$ cat src/rtl/dec_entry_if.sv
// Key-strobe inputs and entry/result outputs of the decimal-entry block.
// The master side is the keypad/consumer; the slave side is dec_entry itself.
interface dec_entry_if;
    logic       digit_stb;
    logic [3:0] digit;
    logic       neg_stb;
    logic       bksp_stb;
    logic       enter_stb;
    logic       result_ack;
    logic [7:0] value;
    logic [1:0] ndigits;
    logic [7:0] result;
    logic       result_valid;
    logic       err;

    modport master (
        output digit_stb, digit, neg_stb, bksp_stb, enter_stb, result_ack,
        input  value, ndigits, result, result_valid, err
    );

    modport slave (
        input  digit_stb, digit, neg_stb, bksp_stb, enter_stb, result_ack,
        output value, ndigits, result, result_valid, err
    );
endinterface

$ cat src/rtl/dec_entry.sv
// Decimal keypad entry of a signed 8-bit value with commit handshake.
// Optional inactivity clear of a partial entry: define DEC_ENTRY_TIMEOUT_EN.
module dec_entry #(
    parameter int unsigned TIMEOUT_CYCLES = 250_000_000
) (
    input  logic        clk,
    input  logic        reset,
    dec_entry_if.slave  bus
);

    logic [7:0]  mag, mag_n;
    logic        neg, neg_n;
    logic [1:0]  ndigits, nd_n;
    logic [7:0]  result, res_n;
    logic        result_valid, valid_n;
    logic        err, err_n;
    logic [7:0]  value;
    logic [10:0] cand;
    logic [10:0] limit;
    logic        any_stb;
    logic        timeout_hit;

    assign value   = neg ? (8'd0 - mag) : mag;
    assign cand    = 11'(mag) * 11'd10 + 11'(bus.digit);
    assign limit   = neg ? 11'd128 : 11'd127;
    assign any_stb = bus.digit_stb | bus.neg_stb | bus.bksp_stb | bus.enter_stb;

`ifdef DEC_ENTRY_TIMEOUT_EN
    localparam int CNT_W = $clog2(TIMEOUT_CYCLES + 1);
    logic [CNT_W-1:0] idle_cnt;

    // Counter rests at zero while nothing is entered, and saturates at the limit.
    always_ff @(posedge clk) begin
        if (reset || any_stb || (ndigits == 2'd0 && !neg))
            idle_cnt <= '0;
        else if (idle_cnt != CNT_W'(TIMEOUT_CYCLES))
            idle_cnt <= idle_cnt + 1'b1;
    end

    assign timeout_hit = (idle_cnt == CNT_W'(TIMEOUT_CYCLES));
`else
    assign timeout_hit = 1'b0;
`endif

    always_comb begin
        mag_n   = mag;
        neg_n   = neg;
        nd_n    = ndigits;
        res_n   = result;
        valid_n = result_valid;
        err_n   = 1'b0;

        if (result_valid && bus.result_ack)
            valid_n = 1'b0;

        // Only the highest-priority strobe acts: enter > bksp > neg > digit.
        if (bus.enter_stb) begin
            if (ndigits == 2'd0 || (result_valid && !bus.result_ack)) begin
                err_n = 1'b1;
            end else begin
                res_n   = value;
                valid_n = 1'b1;
                mag_n   = 8'd0;
                neg_n   = 1'b0;
                nd_n    = 2'd0;
            end
        end else if (bus.bksp_stb) begin
            if (ndigits == 2'd0) begin
                neg_n = 1'b0;
            end else begin
                mag_n = mag / 8'd10;
                nd_n  = ndigits - 2'd1;
            end
        end else if (bus.neg_stb) begin
            if (neg && mag == 8'd128)
                err_n = 1'b1;
            else
                neg_n = ~neg;
        end else if (bus.digit_stb) begin
            if (bus.digit <= 4'd9 && ndigits < 2'd3 && cand <= limit) begin
                mag_n = cand[7:0];
                // A digit after a lone leading zero replaces it.
                if (!(ndigits == 2'd1 && mag == 8'd0))
                    nd_n = ndigits + 2'd1;
            end else begin
                err_n = 1'b1;
            end
        end else if (timeout_hit && (ndigits != 2'd0 || neg)) begin
            mag_n = 8'd0;
            neg_n = 1'b0;
            nd_n  = 2'd0;
        end
    end

    always_ff @(posedge clk) begin
        if (reset) begin
            mag          <= 8'd0;
            neg          <= 1'b0;
            ndigits      <= 2'd0;
            result       <= 8'd0;
            result_valid <= 1'b0;
            err          <= 1'b0;
        end else begin
            mag          <= mag_n;
            neg          <= neg_n;
            ndigits      <= nd_n;
            result       <= res_n;
            result_valid <= valid_n;
            err          <= err_n;
        end
    end

    assign bus.value        = value;
    assign bus.ndigits      = ndigits;
    assign bus.result       = result;
    assign bus.result_valid = result_valid;
    assign bus.err          = err;

endmodule

$ cat src/flat_wrapper.sv
// flat-port wrapper written by rule: the top's interface ports become plain ports
module dec_entry_flat 
#(
    parameter int unsigned TIMEOUT_CYCLES = 250_000_000
)
  (clk, reset, bus_digit_stb, bus_digit, bus_neg_stb, bus_bksp_stb, bus_enter_stb, bus_result_ack, bus_value, bus_ndigits, bus_result, bus_result_valid, bus_err);
  dec_entry_if bus_i ();
  input  logic clk;
  input  logic reset;
  input wire logic [$bits(bus_i.digit_stb)-1:0] bus_digit_stb;
  input wire logic [$bits(bus_i.digit)-1:0] bus_digit;
  input wire logic [$bits(bus_i.neg_stb)-1:0] bus_neg_stb;
  input wire logic [$bits(bus_i.bksp_stb)-1:0] bus_bksp_stb;
  input wire logic [$bits(bus_i.enter_stb)-1:0] bus_enter_stb;
  input wire logic [$bits(bus_i.result_ack)-1:0] bus_result_ack;
  output wire logic [$bits(bus_i.value)-1:0] bus_value;
  output wire logic [$bits(bus_i.ndigits)-1:0] bus_ndigits;
  output wire logic [$bits(bus_i.result)-1:0] bus_result;
  output wire logic [$bits(bus_i.result_valid)-1:0] bus_result_valid;
  output wire logic [$bits(bus_i.err)-1:0] bus_err;
  assign bus_i.digit_stb = bus_digit_stb;
  assign bus_i.digit = bus_digit;
  assign bus_i.neg_stb = bus_neg_stb;
  assign bus_i.bksp_stb = bus_bksp_stb;
  assign bus_i.enter_stb = bus_enter_stb;
  assign bus_i.result_ack = bus_result_ack;
  assign bus_value = bus_i.value;
  assign bus_ndigits = bus_i.ndigits;
  assign bus_result = bus_i.result;
  assign bus_result_valid = bus_i.result_valid;
  assign bus_err = bus_i.err;
  dec_entry #(.TIMEOUT_CYCLES(TIMEOUT_CYCLES)) u_core (.clk(clk), .reset(reset), .bus(bus_i));
endmodule
$ cat config.mk
export PLATFORM = sky130hd
export DESIGN_NAME = dec_entry_flat
export DESIGN_NICKNAME = d
export VERILOG_FILES = /design/src/rtl/dec_entry_if.sv /design/src/rtl/dec_entry.sv /design/src/flat_wrapper.sv
export SDC_FILE = /design/constraint.sdc
export NUM_CORES = 1
export LEC_CHECK = 0
export CAP_MARGIN = 25
export CORE_MARGIN = 3
export CORE_UTILIZATION = 40
export CTS_BUF_LIST = sky130_fd_sc_hd__clkbuf_4 sky130_fd_sc_hd__clkbuf_8 sky130_fd_sc_hd__clkbuf_16
export CTS_CLUSTER_SIZE = 14
export DETAILED_ROUTE_END_ITERATION = 6
export GPL_ROUTABILITY_DRIVEN = 0
export HOLD_SLACK_MARGIN = 0.02
export PLACE_DENSITY = 0.7
export SYNTH_ARGS = -nofsm -noshare
export SYNTH_HDL_FRONTEND = slang
export SYNTH_SLANG_ARGS = --single-unit
$ cat constraint.sdc
create_clock -name clk -period 3.5 [get_ports clk]
set_input_delay 0.525 -clock clk [delete_from_list [all_inputs] [get_ports clk]]
set_output_delay 0.525 -clock clk [all_outputs]
set_load 0.05 [all_outputs]
==> key figures <==
Detailed routing
  – Detailed-route wire length per cell: 15.1 um
  – Drt total wl: 6.42 mm
  – DRC violation count after routing: 0
  – Via total after detailed routing: 2,391
  – Number of antenna-violating nets in the routed design: 0
  – Via density per instance: 5.63
  – DR pass1 iterations: 4
  – Iter 0 DRT Violations: 203

Yosys
  – Average instance area after synthesis: 7.83 um2
  – Gate Count Post-Synth: 299
  – FF+latch count, synth: 21
  – Predominant post-synthesis flop cell: dfxtp_1
  – Async set-or-reset flop fraction in the synthesized netlist: 0
  – Netlist area before placement: 0.00234 mm2
  – Net Count, Synth: 340
  – Part of the Yosys area used for sequential elements: 0.180
  – Number of warnings issued by yosys: 0
  – Number of enable-type register cells in the synthesized netlist: 0
  – Distinct cell type count after synthesis: 59

CTS
  – Clock-pin slew reported for the worst setup and hold paths after clock tree synthesis: 80 ps
  – Number of clock buffers inserted by TritonCTS: 3
  – Clock latency on the worst-skew pair: 260 ps
  – Clock root buffer: clkbuf_8
  – Clock H-tree levels: 1
  – CTS Buffer Depth: 2
  – Number of sinks on the clock net: 21
  – CTS tree: done

Floorplanning
  – Boundary Pins: 31
  – Starting density of the core: 0.420
  – Die span in x: 82.5 um
  – Overall die area: 0.00681 mm2
  – Area of the placeable core: 0.00557 mm2
  – Die Span Y: 82.5 um
  – Cell Rows: 27

Finish
  – Area growth from synthesis to layout: 33.9%
  – Utilization after layout: 0.563
  – Nets: 395
  – Most common cell after layout, fill and taps aside: buf_4
  – Post-route cell area: 0.00314 mm2
  – Commonest non-fill, non-tap cells in the layout: 36 x buf_4, 30 x nor2_1, 28 x clkdlybuf4s50_1
  – Share of cells above drive strength 1: 0.212
  – Final std cells w/o fill: 425
  – Antenna diode count: 0

Setup path
  – CP required: 3650 ps
  – Crit Path Max Fanout: 3
  – Startpoint-to-endpoint class of the critical path: reg -> reg
  – Worst setup slack for register-to-register paths: -30 ps
  – Startpoint type of the worst setup path: register
  – Worst Setup End Kind: register
  – Arrival time of data at the critical path endpoint: 3680 ps

Placed design
  – Count of placed standard cells including taps: 414
  – Worst-case setup slack after placement: -370 ps
  – # port buffers: 30
  – HPWL reported at the end of detailed placement: 4.83 mm
  – Cell area after placement: 0.00290 mm2

Timing
  – Total count of max-transition violations in the final report: 0
  – Tightest Pin Transition: 978 ps
  – Upper clock frequency limit: 283 MHz
  – Final hold violation count: 0
  – Unrepaired setup endpoints after global routing: yes
  – Worst slew margin: 0.342
  – Smallest setup slack after layout: -30.0 ps
  – Final worst hold slack: 502 ps
  – Number of setup violations in the final report: 1
  – Final period demand of the worst path: 3530 ps
  – Clock Skews: 1.42 ps
  – Setup TNS: -30.0 ps
  – Post-route fraction of the period consumed by the critical path: 1.01

Run
  – Count of max-cap constraint violations: 0

Outcome
  – Violations in the final reports: setup timing
  – Result of the run: finished, violations left

Global route
  – Gr ovfl total: 0
  – Wire length of the first global-routing pass: 10.7 mm
  – Total global routing track utilization: 0.195
  – Pin count of the biggest net entering global routing: 20
  – Initial antenna violation count: 0
  – Via count of the first global-routing pass: 2,325

Power
  – Leak Pwr: 1.26 nW
  – IR drop worst, VDD: 216 uV
  – Pwr Density: 210 mW/mm2
  – Total power: 657 uW

Min path
  – Class of the most critical hold timing path: reg -> reg
-- critical path, stage by stage (launching register included) --
cell and delay, ps:
dfxtp_2 350, ha_4 270, ha_4 120, inv_2 30, fa_2 570, nand3b_1 140
nor2b_1 60, xor2_1 160, ha_1 320, nand2_2 60, o311ai_1 270, a31oi_1 110
nor4_4 300, o211a_4 250, o21ai_4 70, mux2_4 340
-- state kept, by name (all words and copies together), names as in the netlist --
name and flops:
u_core.bus.result 8, u_core.mag 8, u_core.bus.ndigits 2, u_core.bus.err 1, u_core.bus.result_valid 1, u_core.neg 1
-- what timing repair did --
action	in CTS	in global routing
gates resized for setup	22	8
setup buffers	7	0
pin swaps	19	11
setup endpoints to repair	8	11
hold buffers	0	0
-- per-layer routing --
metal  track usage  vias up  share of wire
met1         0.263     1118           0.46
met3        0.0152        6          0.040
met2         0.345       70           0.49
met5             0        -              0
li1              -     1197              -
met4        0.0294        0         0.0092
-- where the power goes --
| group | switching, mW | internal [mW] | total, mW |
|---|---|---|---|
| Clock | 0.0797 | 0.0887 | 0.168 |
| Sequential | 0.00837 | 0.245 | 0.253 |
| Combinational | 0.133 | 0.103 | 0.236 |
| Total | 0.221 | 0.437 | 0.657 |
-- worst paths after layout --
| check | startpoint | to | depth (start not counted) |
|---|---|---|---|
| worst max-delay path | u_core.mag[1] | u_core.mag[1] | 15 |
| worst min-delay path | u_core.bus.result[6] | u_core.bus.result[6] | 2 |
| worst max register to register | u_core.mag[1] | u_core.mag[1] | 15 |
| worst min register to register | u_core.bus.result[6] | u_core.bus.result[6] | 2 |
-- logic make-up (layout without fill, tap and decap cells) --
kind of cell	after synthesis	after routing	share of synthesized area
AO/OA/AOI/OAI	86	86	0.265
XOR/XNOR	15	15	0.0561
adder cells (fa/ha/maj)	30	30	0.167
buffers and inverters	31	85	0.0529
flip-flops	21	21	0.180
multiplexers	11	11	0.0492
AND/OR/NAND/NOR	105	105	0.231
-- area by class of cell --
| type | instances | area, um2 |
|---|---|---|
| Sequential cell | 21 | 427 |
| Inverter | 15 | 56.3 |
| Multi-Input combinational cell | 247 | 1950 |
| Tap cell | 72 | 90.1 |
| Fill cell | 494 | 2440 |
| Clock buffer | 4 | 48.8 |
| Timing Repair Buffer | 66 | 568 |
-- synth_stat cells (3+ instances only) --
master	number	area, um2
nor2_1	30	113
ha_1	28	350
nand2_1	26	97.6
dfxtp_1	21	420
o21ai_0	20	100
a21oi_1	16	80.1
inv_1	14	52.6
clkbuf_1	12	45.0
mux2i_1	10	100
xnor2_1	10	87.6
nand2b_1	8	50.1
nand3_1	8	40.0
nor2b_1	8	50.1
nor3b_1	8	60.1
o31ai_1	8	60.1
xor2_1	5	43.8
a211oi_1	4	30.0
a211o_1	3	26.3
a21o_1	3	22.5
o2111ai_1	3	26.3
o211ai_1	3	22.5
o21a_1	3	22.5
or3_1	3	18.8
(Power assumes the default switching activity.)
